`config.mk`:
```
export PLATFORM = sky130hd
export DESIGN_NAME = iiitb_gc_rx_flat
export DESIGN_NICKNAME = d
export VERILOG_FILES = /design/src/rtl/iiitb_gc_pkg.sv /design/src/rtl/iiitb_gc_rx_if.sv /design/src/rtl/iiitb_gc_sync.sv /design/src/rtl/iiitb_gc_rx.sv /design/src/flat_wrapper.sv
export SDC_FILE = /design/constraint.sdc
export NUM_CORES = 1
export LEC_CHECK = 0
export ABC_AREA = 1
export CORE_ASPECT_RATIO = 0.9
export CORE_MARGIN = 1.5
export CORE_UTILIZATION = 59
export CTS_BUF_LIST = sky130_fd_sc_hd__clkbuf_4
export CTS_CLUSTER_DIAMETER = 40
export DETAILED_ROUTE_END_ITERATION = 16
export GPL_TIMING_DRIVEN = 0
export PLACE_DENSITY = 0.91
export SYNTH_ARGS = -nofsm -noshare
export SYNTH_HDL_FRONTEND = slang
export SYNTH_SLANG_ARGS = --single-unit
```
`constraint.sdc`:
```
create_clock -name clk -period 4 [get_ports clk]
set_input_delay 0.8 -clock clk [delete_from_list [all_inputs] [get_ports clk]]
set_output_delay 0.8 -clock clk [all_outputs]
set_load 0.1 [all_outputs]
```
`src/rtl/iiitb_gc_pkg.sv`:
```
// iiitb_gc_pkg: shared types, constants and helpers for the gray-counter receiver.
//   gc_state_t       : receiver FSM state encoding (INIT, RUN, PEND)
//   GC_WIDTH_DEFAULT : default gray/binary bus width
//   GC_SYNC_MIN      : minimum (and default) synchronizer depth
//   GC_MAX_WIDTH     : widest bus gray2bin handles
//   gray2bin()       : gray to binary conversion
package iiitb_gc_pkg;

  localparam int unsigned GC_WIDTH_DEFAULT = 8;
  localparam int unsigned GC_SYNC_MIN      = 2;
  localparam int unsigned GC_MAX_WIDTH     = 32;

  typedef enum logic [1:0] {
    INIT,
    RUN,
    PEND
  } gc_state_t;

  // Works on a zero-extended operand: leading zero gray bits leave the low
  // binary bits unchanged, so callers cast their narrower bus in and out.
  function automatic logic [GC_MAX_WIDTH-1:0] gray2bin(input logic [GC_MAX_WIDTH-1:0] g);
    logic [GC_MAX_WIDTH-1:0] b;
    b = '0;
    b[GC_MAX_WIDTH-1] = g[GC_MAX_WIDTH-1];
    for (int unsigned i = 1; i < GC_MAX_WIDTH; i++) begin
      b[GC_MAX_WIDTH-1-i] = b[GC_MAX_WIDTH-i] ^ g[GC_MAX_WIDTH-1-i];
    end
    return b;
  endfunction

endpackage

```
`src/rtl/iiitb_gc_rx_if.sv`:
```
// iiitb_gc_rx_if: event handshake bundle from the gray receiver to its consumer.
//   evt_valid  : event pending (producer)
//   evt_ready  : consumer accepts the event (consumer)
//   evt_bin    : binary value carried by the event (producer)
//   evt_delta  : step since the last accepted value, mod 2^WIDTH (producer)
//   evt_merged : more than one change folded into this event (producer)
interface iiitb_gc_rx_if #(
  parameter int unsigned WIDTH = iiitb_gc_pkg::GC_WIDTH_DEFAULT
);

  logic             evt_valid;
  logic             evt_ready;
  logic [WIDTH-1:0] evt_bin;
  logic [WIDTH-1:0] evt_delta;
  logic             evt_merged;

  modport master (
    output evt_valid,
    output evt_bin,
    output evt_delta,
    output evt_merged,
    input  evt_ready
  );

  modport slave (
    input  evt_valid,
    input  evt_bin,
    input  evt_delta,
    input  evt_merged,
    output evt_ready
  );

endinterface

```
`src/rtl/iiitb_gc_sync.sv`:
```
// iiitb_gc_sync: WIDTH-bit x SYNC_STAGES flop chain bringing an asynchronous
// gray bus into the clk domain. Async active-low reset clears every stage.
//   clk    : sampling clock
//   reset  : asynchronous active-low reset
//   d_async: asynchronous input bus
//   q_sync : synchronized output (last stage)
module iiitb_gc_sync
  import iiitb_gc_pkg::*;
#(
  parameter int unsigned WIDTH       = GC_WIDTH_DEFAULT,
  parameter int unsigned SYNC_STAGES = GC_SYNC_MIN
) (
  input  logic             clk,
  input  logic             reset,
  input  logic [WIDTH-1:0] d_async,
  output logic [WIDTH-1:0] q_sync
);

  logic [WIDTH-1:0] r_stage [SYNC_STAGES];

  always_ff @(posedge clk or negedge reset) begin
    if (!reset) begin
      for (int unsigned i = 0; i < SYNC_STAGES; i++) begin
        r_stage[i] <= '0;
      end
    end else begin
      r_stage[0] <= d_async;
      for (int unsigned i = 1; i < SYNC_STAGES; i++) begin
        r_stage[i] <= r_stage[i-1];
      end
    end
  end

  assign q_sync = r_stage[SYNC_STAGES-1];

endmodule

```
`src/rtl/iiitb_gc_rx.sv`:
```
// iiitb_gc_rx: gray-counter receiver. Synchronizes gray_in, converts it to
// binary and reports each change as a handshaked event with value and step.
// Changes arriving while an event waits for acceptance merge into it.
//   clk       : rising-edge clock
//   reset     : asynchronous active-low reset
//   enable    : event generation enable (synchronizer always runs)
//   gray_in   : asynchronous gray count, WIDTH bits
//   bin_count : registered binary of the synchronized gray value
//   step_err  : one-cycle pulse on a multi-bit gray step
//   evt       : event handshake (iiitb_gc_rx_if master)
// Build option: define IIITB_GC_RX_STEP_CHECK_EN to include the gray step
// checker; otherwise step_err is tied low.
// WIDTH must not exceed GC_MAX_WIDTH; SYNC_STAGES legal range is 2..4.
module iiitb_gc_rx
  import iiitb_gc_pkg::*;
#(
  parameter int unsigned WIDTH       = GC_WIDTH_DEFAULT,
  parameter int unsigned SYNC_STAGES = GC_SYNC_MIN
) (
  input  logic              clk,
  input  logic              reset,
  input  logic              enable,
  input  logic [WIDTH-1:0]  gray_in,
  output logic [WIDTH-1:0]  bin_count,
  output logic              step_err,
  iiitb_gc_rx_if.master     evt
);

  logic [WIDTH-1:0] w_gs;
  logic [WIDTH-1:0] w_bin;

  gc_state_t        r_state;
  logic [WIDTH-1:0] r_bin_count;
  logic [WIDTH-1:0] r_last_acc;
  logic [WIDTH-1:0] r_evt_bin;
  logic [WIDTH-1:0] r_evt_delta;
  logic             r_evt_merged;
  logic             r_evt_valid;

  iiitb_gc_sync #(
    .WIDTH       (WIDTH),
    .SYNC_STAGES (SYNC_STAGES)
  ) u_sync (
    .clk     (clk),
    .reset   (reset),
    .d_async (gray_in),
    .q_sync  (w_gs)
  );

  assign w_bin = WIDTH'(gray2bin(GC_MAX_WIDTH'(w_gs)));

  always_ff @(posedge clk or negedge reset) begin
    if (!reset) begin
      r_state      <= INIT;
      r_bin_count  <= '0;
      r_last_acc   <= '0;
      r_evt_bin    <= '0;
      r_evt_delta  <= '0;
      r_evt_merged <= 1'b0;
      r_evt_valid  <= 1'b0;
    end else begin
      r_bin_count <= w_bin;
      case (r_state)
        INIT: begin
          r_last_acc <= r_bin_count;
          r_state    <= RUN;
        end
        RUN: begin
          if (enable && (r_bin_count != r_last_acc)) begin
            r_evt_bin    <= r_bin_count;
            r_evt_delta  <= r_bin_count - r_last_acc;
            r_evt_merged <= 1'b0;
            r_evt_valid  <= 1'b1;
            r_state      <= PEND;
          end
        end
        PEND: begin
          // Accept wins over a same-cycle change; RUN picks that change up
          // next cycle because last_acc then differs from bin_count.
          if (evt.evt_ready) begin
            r_last_acc  <= r_evt_bin;
            r_evt_valid <= 1'b0;
            r_state     <= RUN;
          end else if (enable && (r_bin_count != r_evt_bin)) begin
            r_evt_bin    <= r_bin_count;
            r_evt_delta  <= r_bin_count - r_last_acc;
            r_evt_merged <= 1'b1;
          end
        end
        default: r_state <= INIT;
      endcase
    end
  end

  assign bin_count      = r_bin_count;
  assign evt.evt_valid  = r_evt_valid;
  assign evt.evt_bin    = r_evt_bin;
  assign evt.evt_delta  = r_evt_delta;
  assign evt.evt_merged = r_evt_merged;

`ifdef IIITB_GC_RX_STEP_CHECK_EN
  logic [WIDTH-1:0] r_g_prev;
  logic             r_step_err;
  logic [WIDTH-1:0] w_gdiff;

  assign w_gdiff = w_gs ^ r_g_prev;

  // Registered from the same g_s that feeds bin_count, so the pulse lines
  // up with the bin_count update.
  always_ff @(posedge clk or negedge reset) begin
    if (!reset) begin
      r_g_prev   <= '0;
      r_step_err <= 1'b0;
    end else begin
      r_g_prev   <= w_gs;
      r_step_err <= ($countones(w_gdiff) > 1);
    end
  end

  assign step_err = r_step_err;
`else
  assign step_err = 1'b0;
`endif

endmodule

```
`src/flat_wrapper.sv`:
```
// flat-port wrapper written by rule: the top's interface ports become plain ports
module iiitb_gc_rx_flat import iiitb_gc_pkg::*;
#(
  parameter int unsigned WIDTH       = GC_WIDTH_DEFAULT,
  parameter int unsigned SYNC_STAGES = GC_SYNC_MIN
)
  (clk, reset, enable, gray_in, bin_count, step_err, evt_evt_valid, evt_evt_bin, evt_evt_delta, evt_evt_merged, evt_evt_ready);
  iiitb_gc_rx_if #(.WIDTH(WIDTH)) evt_i ();
  input  logic clk;
  input  logic reset;
  input  logic enable;
  input  logic [WIDTH-1:0] gray_in;
  output logic [WIDTH-1:0] bin_count;
  output logic step_err;
  output wire logic [$bits(evt_i.evt_valid)-1:0] evt_evt_valid;
  output wire logic [$bits(evt_i.evt_bin)-1:0] evt_evt_bin;
  output wire logic [$bits(evt_i.evt_delta)-1:0] evt_evt_delta;
  output wire logic [$bits(evt_i.evt_merged)-1:0] evt_evt_merged;
  input wire logic [$bits(evt_i.evt_ready)-1:0] evt_evt_ready;
  assign evt_evt_valid = evt_i.evt_valid;
  assign evt_evt_bin = evt_i.evt_bin;
  assign evt_evt_delta = evt_i.evt_delta;
  assign evt_evt_merged = evt_i.evt_merged;
  assign evt_i.evt_ready = evt_evt_ready;
  iiitb_gc_rx #(.WIDTH(WIDTH), .SYNC_STAGES(SYNC_STAGES)) u_core (.clk(clk), .reset(reset), .enable(enable), .gray_in(gray_in), .bin_count(bin_count), .step_err(step_err), .evt(evt_i));
endmodule
```
==> results of run 1 <==
[worst max-delay path by stage]
stage                              startpoint                 endpoint  slack (ps)  cells past startpoint
final                     u_core.bin_count[1]             bin_count[1]        1060                      1
after floorplan           u_core.bin_count[0]    u_core.evt.evt_bin[6]        1630                     10
after CTS                 u_core.bin_count[1]             bin_count[1]        1050                      1
after global placement                  reset  u_core.u_sync.q_sync[0]         740                      1
after global routing      u_core.bin_count[1]             bin_count[1]         990                      1
after detailed placement  u_core.bin_count[1]             bin_count[1]        1500                      1
[cell families (layout without fill, tap and decap cells)]
| kind of cell | Yosys count | count (layout) | share of synthesized area (%) |
|---|---|---|---|
| adders and majority gates | 8 | 8 | 4.56 |
| and+or+nand+nor | 130 | 130 | 24.3 |
| xor gates and xnor gates | 15 | 15 | 5.56 |
| buffers and inverters | 31 | 77 | 5.99 |
| AOI/OAI and AO/OA | 17 | 17 | 4.29 |
| other | 1 | 1 | 0.159 |
| DFF | 52 | 52 | 55.1 |
[layer usage]
| metal | share of wire (%) | vias up | wire length, um | GRT usage [%] |
|---|---|---|---|---|
| met2 | 52 | 60 | 2360 | 40.6 |
| met1 | 40 | 872 | 1820 | 25.5 |
| met3 | 4.9 | 11 | 221 | 6.61 |
| li1 | - | 902 | - | - |
| met5 | 0 | - | 0 | 0 |
| met4 | 2.7 | 0 | 124 | 11.3 |
[stage by stage]
step           hold slack, ps  worst slack [ps]  area, sq um  utilization (%)  std cells
5_1_grt                   248               989         2870             75.7        346
3_5_place_dp              337              1500         2800             74.1        338
2_1_floorplan             331              1630         2360                -        254
4_1_cts                   247              1050         2870             75.7        346
3_3_place_gp              332               741         2790             73.7        337
6_report                  247              1060         2870             75.7        346
[final cells by class]
class	instances	share of cell area [%]
well taps	46	2.01
clock buffers	6	1.57
plain buffers	7	1.79
repair buffers	38	13.4
multi-input cells	171	32.1
clock inverters	2	0.568
inverters	24	3.14
flip-flops and latches	52	45.4
[worst register-to-register path: stages (launching register included)]
cell     delay, ps
dfrtp_1        470
ha_1           420
nand2_1         90
nor4b_2        280
nand2_1        120
nand4_2        110
nand2_2        120
buf_4          200
nand2_1         60
nand2_1         50
[registers in the layout, summed over array words and instances, names as in the netlist]
name,count
u_core.u_sync.q_sync,8
u_core.r_last_acc,8
u_core.evt.evt_valid,1
u_core.r_state,2
u_core.evt.evt_delta,8
u_core.u_sync.r_stage,8
u_core.evt.evt_merged,1
u_core.evt.evt_bin,8
u_core.bin_count,8
[cells in the mapped netlist]
library cell	instances
o21ai_0	3
nand3_2	1
a211oi_1	1
nand4_2	1
dfrtp_1	52
buf_2	2
ha_1	7
a31o_2	1
nand2_2	1
inv_1	24
nor2_4	1
nand2_1	77
buf_4	2
conb_1	1
xnor2_1	6
nor2_2	2
fa_1	1
buf_6	2
nor2_1	12
nor3_1	1
a31oi_1	8
clkbuf_1	1
nand4_1	2
a21oi_1	4
nand3_1	31
nor4b_2	1
xor2_1	9
==> reports/qor.csv, run 1 <==
metric;value;unit
status;finished, final reports clean;
hold_buffers;0;
grt.total_usage;23.0;%
synth_area;2360;sq um
syn_nets;274;
max_freq;340;MHz
crit_arrival;2140;ps
period_needed;2940;ps
syn_area_per_cell;9.30;sq um
ys_ff_latch;52;
cts_buffers;5;
wl_per_cell;13.1;um
regToRegSetupSlack;1990;ps
cap_violations;0;
synthTopCellsByArea;dfrtp_1, nand2_1, nand3_1;
clk_latency;390;ps
synth_cells;254;
slowest_stage;clkdlybuf4s50_1;
cts_tree;done;
multi_input_area;918;sq um
pin_count;39;
grt_pass1_wl;7.71;mm
yosysSeqAreaShare;55.1;%
cts_setup_buffers;0;
die-height;63.0;um
portBuffers;37;
seqCellArea;1300;sq um
slew_viol_final;0;
critPathMaxFanout;6;
clockRootBuffer;clkbuf_4;
worstPathRequired;3200;ps
cpPeakStageDelay;1230;ps
r2r-end;u_core.evt.evt_bin[6];
diodes;0;
dieArea;4390;sq um
tns;0;ps
die_x;69.7;um
rows;21;
crit_path_cell_trace;clkdlybuf4s50_1;
fp.coreArea;3780;sq um
final-hold-violation-count;0;
drtIter0Drc;112;
cp_top_family;buffers and inverters;
ctsResizeCount;0;
grt_pass1_vias;1784;
rsz0062_at_grt;no;
synth_top_area_share;55.1;%
synthToLayoutAreaGrowth;21.4;%
drc;0;
r2r_start;u_core.bin_count[3];
yosysTopAreaCell;dfrtp_1;
grt_max_degree;44;
ys_types;27;
fin_skew;6.95;ps
nets;319;
final_cell_mix;nand2_1, dfrtp_1, clkdlybuf4s50_1;
initial_core_util;62.4;%
worstRegToRegCells;9;
wl;4.53;mm
via_per_inst;5.33;
fillerInstances;287;
period_share;73.5;%
clkSinkCount;52;
hold_path_class;in2async;
place_congestion;0.839;
dr.pass1.iters;4;
grt_overflow;0;
final_common_cell;nand2_1;
drive_above_1_share;8.00;%
clk_path_buf_depth;2;
vias;1845;
startpoint_type;register;
finalSetupViolations;0;
critPathKind;reg2out;
h-tree-depth;2;
worstMarginPinSlew;1010;ps
slew_headroom;32.2;%
hpwl;3.41;mm
critPathCaptureType;output pin;
antenna_found_initial;0;
ys_warn_count;0;
path_buf_inv;1;
postRouteAntennaNets;0;
clkTransAtPathRegs;150;ps
Power of run 1 is left out: the tool's default activity adds up to more than one toggle a clock period on the data nets, which glitch-free logic cannot reach.
==> inputs of run 2 (changes only) <==
--- a/config.mk
+++ b/config.mk
@@ -8,12 +8,12 @@
 export ABC_AREA = 1
 export CORE_ASPECT_RATIO = 0.9
 export CORE_MARGIN = 1.5
-export CORE_UTILIZATION = 59
+export CORE_UTILIZATION = 49
 export CTS_BUF_LIST = sky130_fd_sc_hd__clkbuf_4
 export CTS_CLUSTER_DIAMETER = 40
 export DETAILED_ROUTE_END_ITERATION = 16
 export GPL_TIMING_DRIVEN = 0
-export PLACE_DENSITY = 0.91
+export PLACE_DENSITY = 0.81
 export SYNTH_ARGS = -nofsm -noshare
 export SYNTH_HDL_FRONTEND = slang
 export SYNTH_SLANG_ARGS = --single-unit
==> constraint.sdc (replaced) <==
create_clock -name clk -period 2.6 [get_ports clk]
set_input_delay 0.52 -clock clk [delete_from_list [all_inputs] [get_ports clk]]
set_output_delay 0.52 -clock clk [all_outputs]
set_load 0.1 [all_outputs]
==> reports/qor.csv, run 2 (same netlist as run 1, synthesis figures left out) <==
metric;value;unit
status;finished, final reports clean;
fillerInstances;391;
place_congestion;0.837;
grt_max_degree;42;
max_freq;396;MHz
slowest_stage;clkdlybuf4s50_1;
clkTransAtPathRegs;160;ps
r2r_start;u_core.bin_count[3];
pin_count;39;
synthToLayoutAreaGrowth;22.9;%
clockRootBuffer;clkbuf_4;
crit_path_cell_trace;clkdlybuf4s50_1;
rsz0062_at_grt;no;
cap_violations;0;
critPathCapture;evt_evt_bin[2];
wl_per_cell;12.1;um
r2r-end;u_core.evt.evt_bin[4];
postRouteAntennaNets;0;
diodes;0;
period_share;97.1;%
clkSinkCount;52;
min_from;u_core.u_sync.r_stage[14];
grt_pass1_vias;1628;
fin_skew;14.6;ps
die-height;68.9;um
antenna_found_initial;0;
startpoint_type;register;
vias;1795;
cts_setup_buffers;0;
slew_headroom;33.9;%
portBuffers;37;
final_cell_mix;nand2_1, dfrtp_1, nand3_1;
initial_core_util;51.9;%
dieArea;5240;sq um
final-hold-violation-count;0;
dr.pass1.iters;4;
grt.total_usage;18.7;%
finalSetupViolations;0;
period_needed;2530;ps
worstPathRequired;2080;ps
path_buf_inv;1;
worstMarginPinSlew;989;ps
critPathMaxFanout;4;
via_per_inst;4.94;
final_common_cell;nand2_1;
cts_buffers;5;
regToRegSetupSlack;560;ps
drive_above_1_share;7.64;%
cp.depth;1;
cpPeakStageDelay;1170;ps
worstRegToRegCells;9;
clk_path_buf_depth;2;
cts_tree;done;
fp.coreArea;4550;sq um
critPathKind;reg2out;
startpoint;u_core.evt.evt_bin[2];
holdWs;365;ps
cp_top_family;buffers and inverters;
nets;320;
hpwl;3.30;mm
layout_setup_ws;74.9;ps
hold_path_class;reg2reg;
h-tree-depth;2;
pre_cts_ws;399;ps
slew_viol_final;0;
drc;0;
rows;23;
crit_arrival;2010;ps
die_x;76.2;um
wl;4.39;mm
drtIter0Drc;115;
clk_latency;390;ps
critPathCaptureType;output pin;
grt_pass1_wl;7.27;mm
grt_overflow;0;
==> run 2: cell types whose count changed in the layout (fill, tap and decap cells not counted) <==
cell and change:
clkbuf_4 -1, clkdlybuf4s50_1 -8, clkinv_1 +1, clkinv_2 +1, clkinv_4 -1, clkinvlp_4 -1
dlygate4sd2_1 +2, dlygate4sd3_1 +1, dlymetal6s2s_1 +6, inv_6 +1
==> run 2: timing repair <==
item	CTS	global route
hold buffers	1	0
endpoints found under the hold margin	11	0
endpoints found under the setup margin	2	6
resized for setup	2	6
==> run 2: area by class of cell <==
cell class	count	area, sq um	area share [%]
tap	62	77.6	2.67
sequential	52	1300	44.8
buffer	7	51.3	1.77
inverter	24	90.1	3.10
timing repair buffer	39	408	14.1
clock inverter	3	17.5	0.604
clock buffer	5	37.5	1.29
multi-input combinational	171	918	31.7
==> run 2: worst min-delay path by stage <==
stage	to	cells after the start
after floorplan	u_core.bin_count[0]	0
after global placement	u_core.u_sync.q_sync[7]	0
after detailed placement	u_core.u_sync.q_sync[7]	0
after CTS	u_core.u_sync.q_sync[3]	0
after global routing	u_core.u_sync.q_sync[6]	0
final	u_core.u_sync.q_sync[6]	0
==> run 2: routing by layer <==
layer	vias up	GRT usage, %	routed length [um]
met3	9	4.21	165
met4	0	13.2	102
met1	834	20.5	1840
met2	42	33.7	2290
met5	-	0	0
li1	910	-	-
==> run 2: through the flow <==
stage / utilization (%) / cells / setup TNS, ps / cell area, sq um
final: 63.8 / 363 / 0 / 2900
after floorplan: - / 254 / 0 / 2360
after detailed placement: 62.1 / 354 / 0 / 2820
after global routing: 63.8 / 363 / 0 / 2900
after CTS: 63.5 / 363 / 0 / 2890
after global placement: 61.8 / 353 / -22370 / 2810
Power of run 2 is left out for the same reason.
